<file path="config.mk">
export PLATFORM = sky130hd
export DESIGN_NAME = fetch_unit
export DESIGN_NICKNAME = d
export VERILOG_FILES = /design/src/rtl/fetch_unit.sv
export SDC_FILE = /design/constraint.sdc
export NUM_CORES = 1
export LEC_CHECK = 0
export ABC_AREA = 1
export CORE_MARGIN = 3
export CORE_UTILIZATION = 54
export DETAILED_ROUTE_END_ITERATION = 10
export GPL_TIMING_DRIVEN = 0
export PLACE_DENSITY = 0.85
export SLEW_MARGIN = 20
export SYNTH_ARGS = -nofsm -noshare
export SYNTH_HDL_FRONTEND = slang
export SYNTH_SLANG_ARGS = --single-unit
</file>
<file path="constraint.sdc">
create_clock -name clk -period 3.9 [get_ports clk]
set_input_delay 0.585 -clock clk [delete_from_list [all_inputs] [get_ports clk]]
set_output_delay 0.585 -clock clk [all_outputs]
set_load 0.1 [all_outputs]
</file>
<file path="src/rtl/fetch_unit.sv">
// Instruction fetch stage: drives a 1-cycle-latency ROM from an internal PC
// and queues returned words, tagged with their PC, for the decode stage.
module fetch_unit #(
    parameter int ADDR_W   = 8,
    parameter int DATA_W   = 16,
    parameter int RESET_PC = 0,
    parameter int DEPTH    = 2
) (
    input  logic                       clk,
    input  logic                       rst,
    input  logic                       en,
    output logic [ADDR_W-1:0]          rom_addr,
    output logic                       rom_en,
    input  logic [DATA_W-1:0]          rom_data,
    output logic [DATA_W-1:0]          instr,
    output logic [ADDR_W-1:0]          instr_pc,
    output logic                       instr_valid,
    input  logic                       instr_ready,
    input  logic                       br_valid,
    input  logic [ADDR_W-1:0]          br_target,
    output logic [$clog2(DEPTH):0]     fifo_count
);

    localparam int CW = $clog2(DEPTH) + 1;
    localparam int PW = $clog2(DEPTH);

    logic [ADDR_W-1:0] r_pc;
    logic [ADDR_W-1:0] r_tag;
    logic              r_inflight;
    logic [CW-1:0]     r_count;
    logic [PW-1:0]     r_wptr;
    logic [PW-1:0]     r_rptr;
    logic [DATA_W-1:0] r_data [DEPTH];
    logic [ADDR_W-1:0] r_pcs  [DEPTH];

    logic          w_pop;
    logic          w_push;
    logic          w_room;
    logic          w_issue;
    logic [CW:0]   w_need;

    assign instr_valid = (r_count != '0);
    assign fifo_count  = r_count;
    assign instr       = r_data[r_rptr];
    assign instr_pc    = r_pcs[r_rptr];

    assign w_pop  = instr_valid & instr_ready;
    // A branch flushes the queue, so the returning word is dropped here
    assign w_push = r_inflight & ~br_valid;

    // Occupancy including the word still in flight from the ROM
    assign w_need = {1'b0, r_count} + {{CW{1'b0}}, r_inflight}
                  - {{CW{1'b0}}, w_pop};
    assign w_room = br_valid | (w_need < (CW+1)'(DEPTH));

    assign w_issue  = en & w_room & ~rst;
    assign rom_en   = w_issue;
    assign rom_addr = br_valid ? br_target : r_pc;

    always_ff @(posedge clk) begin
        if (rst) begin
            r_pc       <= ADDR_W'(RESET_PC);
            r_tag      <= '0;
            r_inflight <= 1'b0;
            r_count    <= '0;
            r_wptr     <= '0;
            r_rptr     <= '0;
        end else begin
            r_pc       <= w_issue ? rom_addr + ADDR_W'(1) : rom_addr;
            r_inflight <= w_issue;
            if (w_issue)
                r_tag <= rom_addr;
            if (br_valid) begin
                r_count <= '0;
                r_wptr  <= '0;
                r_rptr  <= '0;
            end else begin
                if (w_push)
                    r_wptr <= r_wptr + PW'(1);
                if (w_pop)
                    r_rptr <= r_rptr + PW'(1);
                r_count <= r_count + CW'(w_push) - CW'(w_pop);
            end
        end
    end

    always_ff @(posedge clk) begin
        if (w_push) begin
            r_data[r_wptr] <= rom_data;
            r_pcs[r_wptr]  <= r_tag;
        end
    end

endmodule

</file>
Word-level counts from Yosys, hierarchy flattened
Memories as Yosys holds them, arrays and structs flattened. A register that Yosys moved wholly into a read port is not among the register bits.
Cells that the tools add are included.
{"block": "op_classes", "n_reduce_logical": 2, "bitwise": 7, "n_lt_le_gt_ge": 1, "n_mux": 8, "n_addsub": 7}
{"operator": "two-way mux 8 bit", "count": 2}
{"operator": "adder 8 x 1 -> 8 bit, second input constant", "count": 1}
{"operator": "two-way mux 1 bit", "count": 6}
{"operator": "bitwise AND 1 bit", "count": 4}
{"operator": "adder 2 x 1 -> 3 bit", "count": 1}
{"operator": "less-than comparator 3 x 2 -> 1 bit, second input constant", "count": 1}
{"operator": "subtractor 3 x 1 -> 3 bit", "count": 1}
{"operator": "adder 1 bit, second input constant", "count": 2}
{"operator": "adder 2 x 1 -> 2 bit", "count": 1}
{"operator": "NOT 1 bit", "count": 2}
{"operator": "nonzero test 2 bit", "count": 1}
{"operator": "OR reduction 2 bit", "count": 1}
{"operator": "subtractor 2 x 1 -> 2 bit", "count": 1}
{"operator": "bitwise OR 1 bit", "count": 1}
{"block": "word_totals", "output_inout_bits": 36, "n_memories": 2, "register_bits": 21, "mem_bits_rw": 48, "word_cells": 33, "input_bits": 29}
{"name": "r_data", "words": 2, "word_bits": 16, "read_ports": 1, "rd_ports_with_merged_regs": 1, "wr": 1, "line": "33", "rtl": "logic [DATA_W-1:0] r_data [DEPTH];"}
{"name": "r_pcs", "words": 2, "word_bits": 8, "read_ports": 1, "rd_ports_with_merged_regs": 1, "wr": 1, "line": "34", "rtl": "logic [ADDR_W-1:0] r_pcs [DEPTH];"}

Longest topological paths before layout
Gate-level depths: netlist of the first run.
{"block": "logic_depth", "word_depth": 8, "ltp_mapped": 17, "mapped_depth_nobuf": 17}

Worst setup path after synthesis of the first run
Ideal clock, no wire load.
{"block": "synth_timing", "path_kind": "reg2out", "start": "register r_count[1] (netlist: fifo_count[1])", "end": "output rom_en", "path_stages_with_launch": 14, "t_arrival_ns": 3.441, "path_slack_ns": -0.126, "n_path_buf": 1, "required_time_ns": 3.315, "path_cell_list": "dfxtp_1 inv_2 nand2_1 nand2_1 inv_1 nand2_1 a21oi_1 fa_1 inv_1 nand3_2 nand2_2 nand2_4 inv_4 buf_8"}
{"block": "synth_between", "elab_chain_cells": 7, "word_cells_on_any_way": 8, "classes_between": "add/sub (2); order compare (1); bitwise (4); reduce/logical (1)"}
{"element": "start: declaration", "line": "30", "rtl": "logic [CW-1:0] r_count;"}
{"element": "start signal: assignment", "line": "82", "rtl": "r_count <= r_count + CW'(w_push) - CW'(w_pop);"}
{"element": "nonzero test 2 bit", "line": "42", "rtl": "assign instr_valid = (r_count != '0);"}
{"element": "via instr_valid", "line": "17", "rtl": "output logic instr_valid,"}
{"element": "bitwise AND 1 bit", "line": "47", "rtl": "assign w_pop = instr_valid & instr_ready;"}
{"element": "subtractor 3 x 1 -> 3 bit", "line": "53", "rtl": "- {{CW{1'b0}}, w_pop};"}
{"element": "less-than comparator 3 x 2 -> 1 bit", "line": "54", "rtl": "assign w_room = br_valid | (w_need < (CW+1)'(DEPTH));"}
{"element": "bitwise OR 1 bit", "line": "54"}
{"element": "bitwise AND 1 bit (2 in a row)", "line": "56", "rtl": "assign w_issue = en & w_room & ~rst;"}
{"element": "end: declaration", "line": "13", "rtl": "output logic rom_en,"}
The timed path passes the listed nets, and every way through them passes these cells.

Worst setup path after layout of the first run
{"block": "layout_timing", "start": "input instr_ready", "end": "output rom_en"}
{"block": "layout_between", "elab_chain_cells": 6}
{"element": "start: declaration", "line": "18", "rtl": "input logic instr_ready,"}
{"element": "bitwise AND 1 bit", "line": "47"}
{"element": "subtractor 3 x 1 -> 3 bit", "line": "53"}
{"element": "less-than comparator 3 x 2 -> 1 bit", "line": "54"}
{"element": "bitwise OR 1 bit", "line": "54"}
{"element": "bitwise AND 1 bit (2 in a row)", "line": "56"}
Every way passes these cells.

==> impl_metrics.env, run 1 <==
export IMPL_place_gp_congestion=0.8444
export IMPL_crit_fanout=10
export IMPL_startpoint="instr_ready"
export IMPL_initialDrtViolationCount=35
export IMPL_cp_end_kind="primary output"
export IMPL_async_flop_share_pct=0
export IMPL_path_buf_inv=6
export IMPL_syn_area_per_cell_um2=12.82
export IMPL_die_area_um2=6406
export IMPL_fin_util_pct=74.18
export IMPL_fillers=352
export IMPL_max_slew_margin_pct=33.18
export IMPL_r2r_start="fifo_count[1]"
export IMPL_cts_root_buf="clkbuf_8"
export IMPL_synth_area_um2=2960
export IMPL_ios=65
export IMPL_setup_viol=0
export IMPL_firstDrtPassIters=4
export IMPL_vdd_drop_max_mv=0.1950
export IMPL_core_area_um2=5205
export IMPL_dieHeight_um=80.04
export IMPL_holdCritPathClass="reg2reg"
export IMPL_endpoint="rom_en"
export IMPL_grt_pass1_wl_mm=8.645
export IMPL_dp_hpwl_mm=3.779
export IMPL_via_per_inst=5.034
export IMPL_startpoint_type="primary input"
export IMPL_cts_tree="done"
export IMPL_clockBufferDepth=2
export IMPL_start_util_pct=56.87
export IMPL_detail_route_antenna_nets=0
export IMPL_worst_r2r_endpoint="r_pc[7]"
export IMPL_dr_total_vias=1913
export IMPL_p_total_mw=1.596
export IMPL_path_class="in2out"
export IMPL_grt_setup_unrepaired="false"
export IMPL_skew_ns=0.006712
export IMPL_setup_tns_ns=0
export IMPL_synth_seq_area_share_pct=63.57
export IMPL_max_freq_mhz=273.5
export IMPL_grt_max_degree=26
export IMPL_min_period_over_period_pct=93.75
export IMPL_r2r_cells=15
export IMPL_cts_setup_buffers=0
export IMPL_cts_buffers_inserted=9
export IMPL_crit_slowest_cell="clkdlybuf4s15_2"
export IMPL_drive_above_1_share_pct=27.74
export IMPL_synth_seq_cells=70
export IMPL_r2r_slack_ns=1.60
export IMPL_grt_pass1_vias=1953
export IMPL_path_depth=13
export IMPL_clock_sinks=70
export IMPL_synth_warnings=0
export IMPL_floorplan_rows=26
export IMPL_post_drt_wl_per_cell_um=14.38
export IMPL_hold_depth=0
export IMPL_io_buffers=63
export IMPL_hold_violations=0
export IMPL_clock_latency_ns=0.33
export IMPL_drv_cap=0
export IMPL_clk_pin_slew_worst_paths_ns=0.06
export IMPL_finalCriticalPeriod_ns=3.656
export IMPL_critPathMaxStageDelay_ns=0.56
export IMPL_grt_overflow_total=0
export IMPL_p_leak_nw=1.443
export IMPL_netlist_cell_type_count=36
export IMPL_grt_usage_pct=18.08
export IMPL_dp_cells=364
export IMPL_finalNonFillerCells=380
export IMPL_synth_edff_count=48
export IMPL_status="finished, final reports clean"
export IMPL_critPathRequiredTime_ns=3.31
export IMPL_critPathArrivalTime_ns=3.07
export IMPL_syn_nets=263
export IMPL_synth_flop_cell="edfxtp_1"
export IMPL_diodes=0
export IMPL_synth_cells=231
export IMPL_worst_slew_pin_slew_ns=0.9991
export IMPL_crit_path_cell_trace="clkdlybuf4s50_1 > nand2_1 > inv_1 > nand2_1 > a21oi_1 > fa_1 > inv_1 > nand3_2 > nand2_2 > nand2_4 > inv_4 > buf_8 > clkdlybuf4s15_2"
export IMPL_maxSlewViolCount=0
export IMPL_final_nets=337
export IMPL_area_growth_pct=30.43
export IMPL_power_density_nw_per_um2=413.4
export IMPL_drt_drc_violations_left=0
export IMPL_wl_mm=5.463
export IMPL_path_delay_family="buffers and inverters"
export IMPL_fin_hold_ws_ns=0.4593
export IMPL_antenna_found_initial=0
export IMPL_htreeDepth=3
export IMPL_fp_dieW_um=80.04
-- layout by cell type (no fill, tap or decap), types with 3 or more instances in the layout --
cell | Yosys | final
clkdlybuf4s50_1 | 0 | 62
edfxtp_1 | 48 | 48
nand2_1 | 37 | 36
mux2_2 | 24 | 24
dfxtp_1 | 22 | 21
inv_1 | 16 | 16
nand2_2 | 10 | 11
nor2_1 | 12 | 10
clkbuf_8 | 0 | 10
nand2_4 | 8 | 8
nand3_1 | 7 | 7
a21oi_1 | 5 | 5
a21oi_2 | 5 | 5
buf_2 | 4 | 4
clkbuf_1 | 0 | 4
nor2_4 | 1 | 3
o21ai_0 | 3 | 3
-- flip-flops by register name (all words and copies together) (netlist names), named ones only --
register    flops
r_inflight      1
r_rptr          1
r_pc            8
r_tag           8
fifo_count      2
r_pcs          16
r_wptr          1
r_data         32
-- cell usage after synthesis (all sizes together), types with 4 or more instances --
cell type | instances | area share, %
mux2 | 24 | 9.1
dfxtp | 22 | 15
a21oi | 10 | 2.3
inv | 20 | 2.9
nand2 | 55 | 9.8
nor2 | 15 | 2.3
o21ai | 6 | 1.1
nand3 | 10 | 2.5
buf | 7 | 1.8
edfxtp | 48 | 49
nor3 | 4 | 1.2
-- final cells by class --
type | instances | area (um^2) | area share [%]
buffer | 7 | 53.80 | 1.393
clock buffer | 14 | 152.6 | 3.953
clock inverter | 2 | 10.01 | 0.2592
inverter | 20 | 85.08 | 2.204
multi-input combinational | 134 | 957.2 | 24.79
sequential | 70 | 1883 | 48.77
tap | 70 | 87.58 | 2.268
timing repair buffer | 63 | 631.9 | 16.36
-- stage by stage --
step	setup WS, ns	instance area, um^2
2_1_floorplan	0.2319	2964
3_5_place_dp	-0.3508	3697
6_report	0.2436	3861
5_1_grt	0.06743	3861
3_3_place_gp	-0.2793	3682
4_1_cts	0.2200	3861
-- logic make-up (layout without fill, tap and decap cells) --
logic type | after synthesis | after routing | synth area share (%)
compound gates | 19 | 19 | 4.227
xor+xnor | 2 | 2 | 0.5918
fa+ha+maj | 3 | 3 | 1.521
buf+inv | 27 | 106 | 4.692
flops | 70 | 70 | 63.57
mux | 24 | 24 | 9.129
simple gates | 86 | 86 | 16.27
-- worst min path at each step --
stage	slack [ns]	from	endpoint
6_report	0.46	r_tag[3]	r_pcs[1][3]
3_5_place_dp	0.45	r_tag[3]	r_pcs[0][3]
3_3_place_gp	0.43	r_tag[5]	r_pcs[0][5]
4_1_cts	0.46	r_tag[1]	r_pcs[0][1]
5_1_grt	0.47	r_tag[3]	r_pcs[0][3]
2_1_floorplan	0.43	r_tag[4]	r_pcs[0][4]
-- worst register-to-register path: stages, from the launching register on --
cell,delay (ns)
dfxtp_2,0.37
inv_2,0.07
nand2_2,0.07
nand2_1,0.10
inv_1,0.09
nand2_1,0.09
a21oi_1,0.18
fa_1,0.44
inv_1,0.08
nand3_2,0.07
nand2_2,0.09
nand2_4,0.09
nor2_1,0.21
nand3_1,0.11
nand2_1,0.07
nor2_1,0.04
-- per-layer routing --
layer | vias to the layer above | routed length, um | global-route usage, %
met5 | - | 0 | 0
met4 | 0 | 136 | 11.99
met3 | 15 | 353 | 4.176
met2 | 72 | 2644 | 29.97
met1 | 889 | 2329 | 20.71
li1 | 937 | - | -
-- report_power, final --
group          switching (mW)  internal, mW  leakage (nW)
Sequential            0.00968         0.817         0.620
Clock                   0.242         0.247        0.0844
Combinational           0.198        0.0832         0.738
Total                   0.449          1.15          1.44
-- what timing repair did --
item	4_1_cts	5_1_grt
gates resized for setup	3	0
hold buffers	0	0
endpoints found under the setup margin	1	0
Power figures use the tool's default switching activity.
==> run 2: changes to the inputs <==
- RECOVER_POWER: default -> 50
==> run 2 against run 1 <==
  * The flow now finishes with violations (capacitance limit, slew limit)
  * Maximum frequency up 0.19%
  * Largest power group unchanged
  * Via count hardly changed
  * Largest cell class unchanged
  * Critical endpoint unchanged
  * Hold slack better by 0.0012 ns
  * Register-to-register slack worse by 0.26 ns
  * Final cell count is the same
  * Non-clock buffer count unchanged
==> impl_metrics.env, run 2 (synthesized netlist as in run 1, its figures left out) <==
export IMPL_power_density_nw_per_um2=414.1
export IMPL_io_buffers=63
export IMPL_core_area_um2=5205
export IMPL_grt_overflow_total=0
export IMPL_post_drt_wl_per_cell_um=14.37
export IMPL_p_leak_nw=1.447
export IMPL_largest_reg_flops=32
export IMPL_startpoint="instr_ready"
export IMPL_grt_setup_unrepaired="false"
export IMPL_final_cell_mix="48 x edfxtp_1, 45 x clkdlybuf4s50_1, 36 x nand2_1, 24 x mux2_2, 21 x dfxtp_1"
export IMPL_fin_hold_ws_ns=0.4605
export IMPL_max_slew_margin_pct=-35.90
export IMPL_r2r_slack_ns=1.34
export IMPL_firstDrtPassIters=4
export IMPL_hold_violations=0
export IMPL_endpoint="rom_en"
export IMPL_path_class="in2out"
export IMPL_holdCritPathClass="reg2reg"
export IMPL_worst_r2r_endpoint="r_data[1][6]"
export IMPL_antenna_found_initial=0
export IMPL_regArea_um2=1883
export IMPL_violations="capacitance limit, slew limit"
export IMPL_path_delay_family="buffers and inverters"
export IMPL_dp_cells=364
export IMPL_wl_mm=5.462
export IMPL_initialDrtViolationCount=38
export IMPL_cp_end_kind="primary output"
export IMPL_pre_cts_slack_ns=-0.3508
export IMPL_crit_slowest_cell="clkdlybuf4s15_2"
export IMPL_grt_pass1_wl_mm=8.645
export IMPL_clock_sinks=70
export IMPL_setup_tns_ns=0
export IMPL_hold_depth=0
export IMPL_htreeDepth=3
export IMPL_skew_ns=0.006460
export IMPL_worst_slew_pin_slew_ns=2.031
export IMPL_detail_route_antenna_nets=0
export IMPL_via_per_inst=5.037
export IMPL_grt_usage_pct=18.08
export IMPL_clock_latency_ns=0.33
export IMPL_area_growth_pct=29.92
export IMPL_startpoint_type="primary input"
export IMPL_drv_cap=2
export IMPL_cts_buffers_inserted=9
export IMPL_grt_max_degree=26
export IMPL_drive_above_1_share_pct=27.10
export IMPL_critPathMaxStageDelay_ns=0.56
export IMPL_ios=65
export IMPL_start_util_pct=56.87
export IMPL_max_freq_mhz=274.0
export IMPL_r2r_start="r_inflight"
export IMPL_cts_root_buf="clkbuf_8"
export IMPL_finalNonFillerCells=380
export IMPL_setup_ws_ns=0.2505
export IMPL_cts_tree="done"
export IMPL_multi_input_area_um2=942.2
export IMPL_min_period_over_period_pct=93.58
export IMPL_finalCriticalPeriod_ns=3.649
export IMPL_path_buf_inv=6
export IMPL_setup_viol=0
export IMPL_place_gp_congestion=0.8444
export IMPL_crit_path_cell_trace="clkdlybuf4s50_1 > nand2_1 > inv_1 > nand2_1 > a21oi_1 > fa_1 > inv_1 > nand3_2 > nand2_2 > nand2_4 > inv_4 > buf_8 > clkdlybuf4s15_2"
export IMPL_status="finished with violations"
export IMPL_reg_top3="r_data (32), r_pcs (16)"
export IMPL_ctsHoldBuffers=0
export IMPL_fillers=352
export IMPL_critPathRequiredTime_ns=3.31
export IMPL_dp_hpwl_mm=3.779
export IMPL_die_area_um2=6406
export IMPL_dieHeight_um=80.04
export IMPL_crit_fanout=10
export IMPL_dr_total_vias=1914
export IMPL_critPathArrivalTime_ns=3.06
export IMPL_r2r_cells=4
export IMPL_clockBufferDepth=2
export IMPL_grt_pass1_vias=1953
export IMPL_regMostFlops="r_data"
export IMPL_layout_commonest_cell="edfxtp_1"
export IMPL_diodes=0
export IMPL_fp_dieW_um=80.04
export IMPL_final_nets=337
export IMPL_vdd_drop_max_mv=0.1950
export IMPL_floorplan_rows=26
export IMPL_drt_drc_violations_left=0
export IMPL_maxSlewViolCount=51
export IMPL_path_depth=13
export IMPL_clk_pin_slew_worst_paths_ns=0.06
run 2: changes by cell type in the layout (fill, tap and decap cells not counted), sizes merged:
cell           change
dlygate4sd3       +17
clkdlybuf4s50     -17
run 2: per-layer routing:
layer,wire [um],track usage (%),up-vias
met5,0,0,-
met4,128,11.99,0
met3,375,4.176,15
met2,2681,29.97,74
met1,2277,20.71,886
li1,-,-,939
run 2: cell type report:
class | instances | area share (%)
buffer | 7 | 1.399
clock buffer | 14 | 3.969
clock inverter | 2 | 0.2602
inverter | 20 | 2.212
multi-input combinational | 134 | 24.50
sequential | 70 | 48.96
tap | 70 | 2.277
timing repair buffer | 63 | 16.43
run 2: power breakdown:
| group | internal (mW) | total [mW] | switching, mW |
|---|---|---|---|
| Clock | 0.247 | 0.490 | 0.243 |
| Sequential | 0.817 | 0.826 | 0.00948 |
| Combinational | 0.0794 | 0.276 | 0.197 |
run 2: how the worst min path moves through the flow:
| stage | start | end | slack, ns |
|---|---|---|---|
| finish | r_tag[3] | r_pcs[1][3] | 0.46 |
| global route | r_tag[3] | r_pcs[0][3] | 0.47 |
| CTS | r_tag[1] | r_pcs[0][1] | 0.46 |
| detailed placement | r_tag[3] | r_pcs[0][3] | 0.45 |
| global placement | r_tag[5] | r_pcs[0][5] | 0.43 |
| floorplan | r_tag[4] | r_pcs[0][4] | 0.43 |
run 2: worst register-to-register path: cells and delay by family, from the launching register on:
family	cells	cell delay (ns)
buffers and inverters	2	0.17
and+or+nand+nor	2	1.63
DFF	1	0.34
run 2: timing repair:
| item | in CTS | in global routing |
|---|---|---|
| resized for setup | 3 | 0 |
| setup endpoints to repair | 1 | 0 |
| setup buffers | 0 | 0 |
run 2: metrics by stage:
stage,power [mW],utilization [%],cell area (um^2)
detailed placement,1.122,71.03,3697
finish,1.593,73.89,3846
floorplan,1.042,-,2964
global route,1.645,73.89,3846
CTS,1.607,74.18,3861
global placement,1.116,70.75,3682
==> run 3: changes to the inputs <==
- ABC_AREA: 1 -> default
- CORE_UTILIZATION: 54 -> 53
- PLACE_DENSITY: 0.85 -> 0.84
==> run 3 against run 2 <==
  * The run still ends with capacitance limit, slew limit left
  * Synthesized cell count decreased by 15%
  * Die area decreased by 1.3%
  * Via count decreased by 7.3%
  * Area after synthesis decreased by 3.2%
  * Worst setup slack got worse by 0.056 ns
  * Largest cell class unchanged
  * Largest power group unchanged
==> impl_metrics.env, run 3 <==
export IMPL_status="finished with violations"
export IMPL_violations="capacitance limit, slew limit"
export IMPL_worst_slew_pin_slew_ns=1.530
export IMPL_path_class="in2out"
export IMPL_finalCriticalPeriod_ns=3.706
export IMPL_dieHeight_um=79.53
export IMPL_crit_slowest_cell="clkdlybuf4s50_1"
export IMPL_start_util_pct=55.39
export IMPL_core_area_um2=5172
export IMPL_cts_root_buf="clkbuf_8"
export IMPL_max_slew_margin_pct=-2.068
export IMPL_synth_mux_area_share_pct=13.28
export IMPL_path_delay_family="buffers and inverters"
export IMPL_synth_most_common_cell="edfxtp_1"
export IMPL_critPathMaxStageDelay_ns=0.49
export IMPL_synth_top_family_by_area="multiplexers"
export IMPL_grt_usage_pct=17.23
export IMPL_fin_util_pct=71.92
export IMPL_clockPowerShare_pct=29.7
export IMPL_io_buffers=62
export IMPL_wl_mm=4.962
export IMPL_vdd_drop_max_mv=0.2633
export IMPL_floorplan_rows=26
export IMPL_largest_reg_flops=32
export IMPL_die_area_um2=6324
export IMPL_crit_fanout=10
export IMPL_synth_cells=197
export IMPL_diodes=0
export IMPL_combPwrFrac_pct=20.4
export IMPL_yosys_area_share_simple_pct=8.690
export IMPL_highest_layer="met4"
export IMPL_crit_path_cell_trace="clkdlybuf4s50_1 > o21ai_0 > or2_2 > fa_1 > nor3b_1 > a21oi_2 > inv_2 > buf_4 > buf_2"
export IMPL_grt_pass1_wl_mm=8.280
export IMPL_synth_compound_area_share_pct=4.585
export IMPL_max_freq_mhz=269.9
export IMPL_reg_top3="r_data (32), r_pcs (16)"
export IMPL_place_gp_congestion=0.8364
export IMPL_finalNonFillerCells=345
export IMPL_grt_overflow_total=0
export IMPL_critPathArrivalTime_ns=3.12
export IMPL_cts_buffers_inserted=9
export IMPL_synth_seq_area_share_pct=65.68
export IMPL_post_drt_wl_per_cell_um=14.38
export IMPL_fillers=373
export IMPL_dr_wl_met3_um=309
export IMPL_async_flop_share_pct=0
export IMPL_wl_met2_mm=2.456
export IMPL_cts_setup_buffers=0
export IMPL_cts_tree="done"
export IMPL_grt_pass1_vias=1827
export IMPL_via_per_inst=5.145
export IMPL_ios=65
export IMPL_firstDrtPassIters=4
export IMPL_clock_sinks=70
export IMPL_syn_nets=229
export IMPL_synth_edff_count=48
export IMPL_min_period_over_period_pct=95.02
export IMPL_setup_ws_ns=0.1943
export IMPL_regArea_um2=1882
export IMPL_netlist_cell_type_count=37
export IMPL_drt_met1_wl_mm=2.138
export IMPL_p_sw_share_pct=29.28
export IMPL_hold_violations=0
export IMPL_final_cell_mix="48 x edfxtp_1, 45 x clkdlybuf4s50_1, 28 x mux2_2, 22 x dfxtp_1, 16 x dlygate4sd3_1"
export IMPL_drv_cap=1
export IMPL_yosys_area_share_adder_pct=1.572
export IMPL_layout_commonest_cell="edfxtp_1"
export IMPL_grt_setup_unrepaired="false"
export IMPL_p_total_mw=1.694
export IMPL_clock_latency_ns=0.33
export IMPL_synth_top_area_cell="edfxtp_1"
export IMPL_dr_total_vias=1775
export IMPL_regMostFlops="r_data"
export IMPL_maxSlewViolCount=25
export IMPL_multi_input_area_um2=878.3
export IMPL_path_buf_inv=4
export IMPL_synthTopCellsByCount="48 x edfxtp_1, 28 x mux2_2, 22 x dfxtp_1, 10 x nor2_1, 9 x nand2_1"
export IMPL_synth_flop_cell="edfxtp_1"
export IMPL_drt_drc_violations_left=0
export IMPL_syn_area_per_cell_um2=14.54
export IMPL_holdCritPathClass="reg2reg"
export IMPL_initialDrtViolationCount=73
export IMPL_final_area_um2=3720
export IMPL_detail_route_antenna_nets=0
export IMPL_area_growth_pct=29.83
export IMPL_synth_area_leaders="edfxtp_1 50%, dfxtp_1 15%, mux2_2 11%"
export IMPL_final_nets=302
export IMPL_synth_area_um2=2865
export IMPL_fin_hold_ws_ns=0.4609
export IMPL_p_int_mw=1.198
export IMPL_pre_cts_slack_ns=-0.5494
export IMPL_setup_viol=0
export IMPL_clk_pin_slew_worst_paths_ns=0.06
export IMPL_setup_tns_ns=0
export IMPL_dpl_cell_area_um2=3581
export IMPL_dp_cells=329
export IMPL_fp_dieW_um=79.53
export IMPL_synth_warnings=0
export IMPL_cp_end_kind="primary output"
export IMPL_p_leak_nw=1.358
export IMPL_clockBufferDepth=2
export IMPL_power_frac_seq_pct=49.9
export IMPL_synth_xor_area_share_pct=2.445
export IMPL_antenna_found_initial=0
export IMPL_dp_hpwl_mm=3.375
export IMPL_startpoint_type="primary input"
export IMPL_htreeDepth=3
export IMPL_power_density_nw_per_um2=455.3
export IMPL_synth_seq_cells=70
export IMPL_yosys_area_top_type_share_pct=50.31
export IMPL_grt_max_degree=25
export IMPL_skew_ns=0.007117
export IMPL_drive_above_1_share_pct=21.09
export IMPL_critPathRequiredTime_ns=3.31
export IMPL_switching_power_mw=0.4958
==> run 3: logic make-up (layout without fill, tap and decap cells) <==
kind of cell,Yosys count,after routing
adders and majority gates,3,3
DFF,70,70
xor gates and xnor gates,8,8
muxes,34,34
buffers and inverters,18,96
and+or+nand+nor,46,46
AOI/OAI and AO/OA,18,18
==> run 3: final timing paths <==
path	startpoint	endpoint	slack, ns	depth (start not counted)
worst max-delay path	instr_ready	rom_en	0.19	9
worst min-delay path	r_tag[2]	r_pcs[1][2]	0.46	0
worst min register to register	r_tag[2]	r_pcs[1][2]	0.46	0
worst max register to register	fifo_count[1]	r_pc[7]	1.45	9
==> run 3: worst reg2reg max path, cell delays in order, from the launching register on <==
cell	delay (ns)
dfxtp_1	0.43
o21ai_0	0.20
or2_2	0.36
fa_1	0.46
nor3b_1	0.26
a21oi_2	0.11
inv_2	0.09
buf_6	0.14
a31oi_1	0.08
a41o_1	0.21
==> run 3: power by group through the flow <==
stage | clock network (mW) | logic [mW] | registers [mW]
6_report | 0.503 | 0.345 | 0.846
5_1_grt | 0.544 | 0.363 | 0.849
4_1_cts | 0.516 | 0.354 | 0.846
3_5_place_dp | 0 | 0.352 | 0.862
3_3_place_gp | 0 | 0.347 | 0.860
2_1_floorplan | 0 | 0.257 | 0.862
==> run 3: what timing repair did <==
item | CTS | global route
resized for setup | 3 | 2
hold buffers | 0 | 0
setup endpoints to repair | 1 | 1
==> run 3: cell type report <==
| cell class | count | area share (%) |
|---|---|---|
| buffer | 10 | 1.480 |
| clock buffer | 15 | 4.474 |
| clock inverter | 1 | 0.1345 |
| inverter | 8 | 0.8073 |
| multi-input combinational | 109 | 23.61 |
| sequential | 70 | 50.59 |
| tap | 70 | 2.355 |
| timing repair buffer | 62 | 16.55 |
==> run 3: layer usage <==
metal | vias up | track usage [%]
met2 | 59 | 27.71
met4 | 0 | 6.873
met3 | 7 | 4.853
met5 | - | 0
met1 | 842 | 22.00
li1 | 867 | -
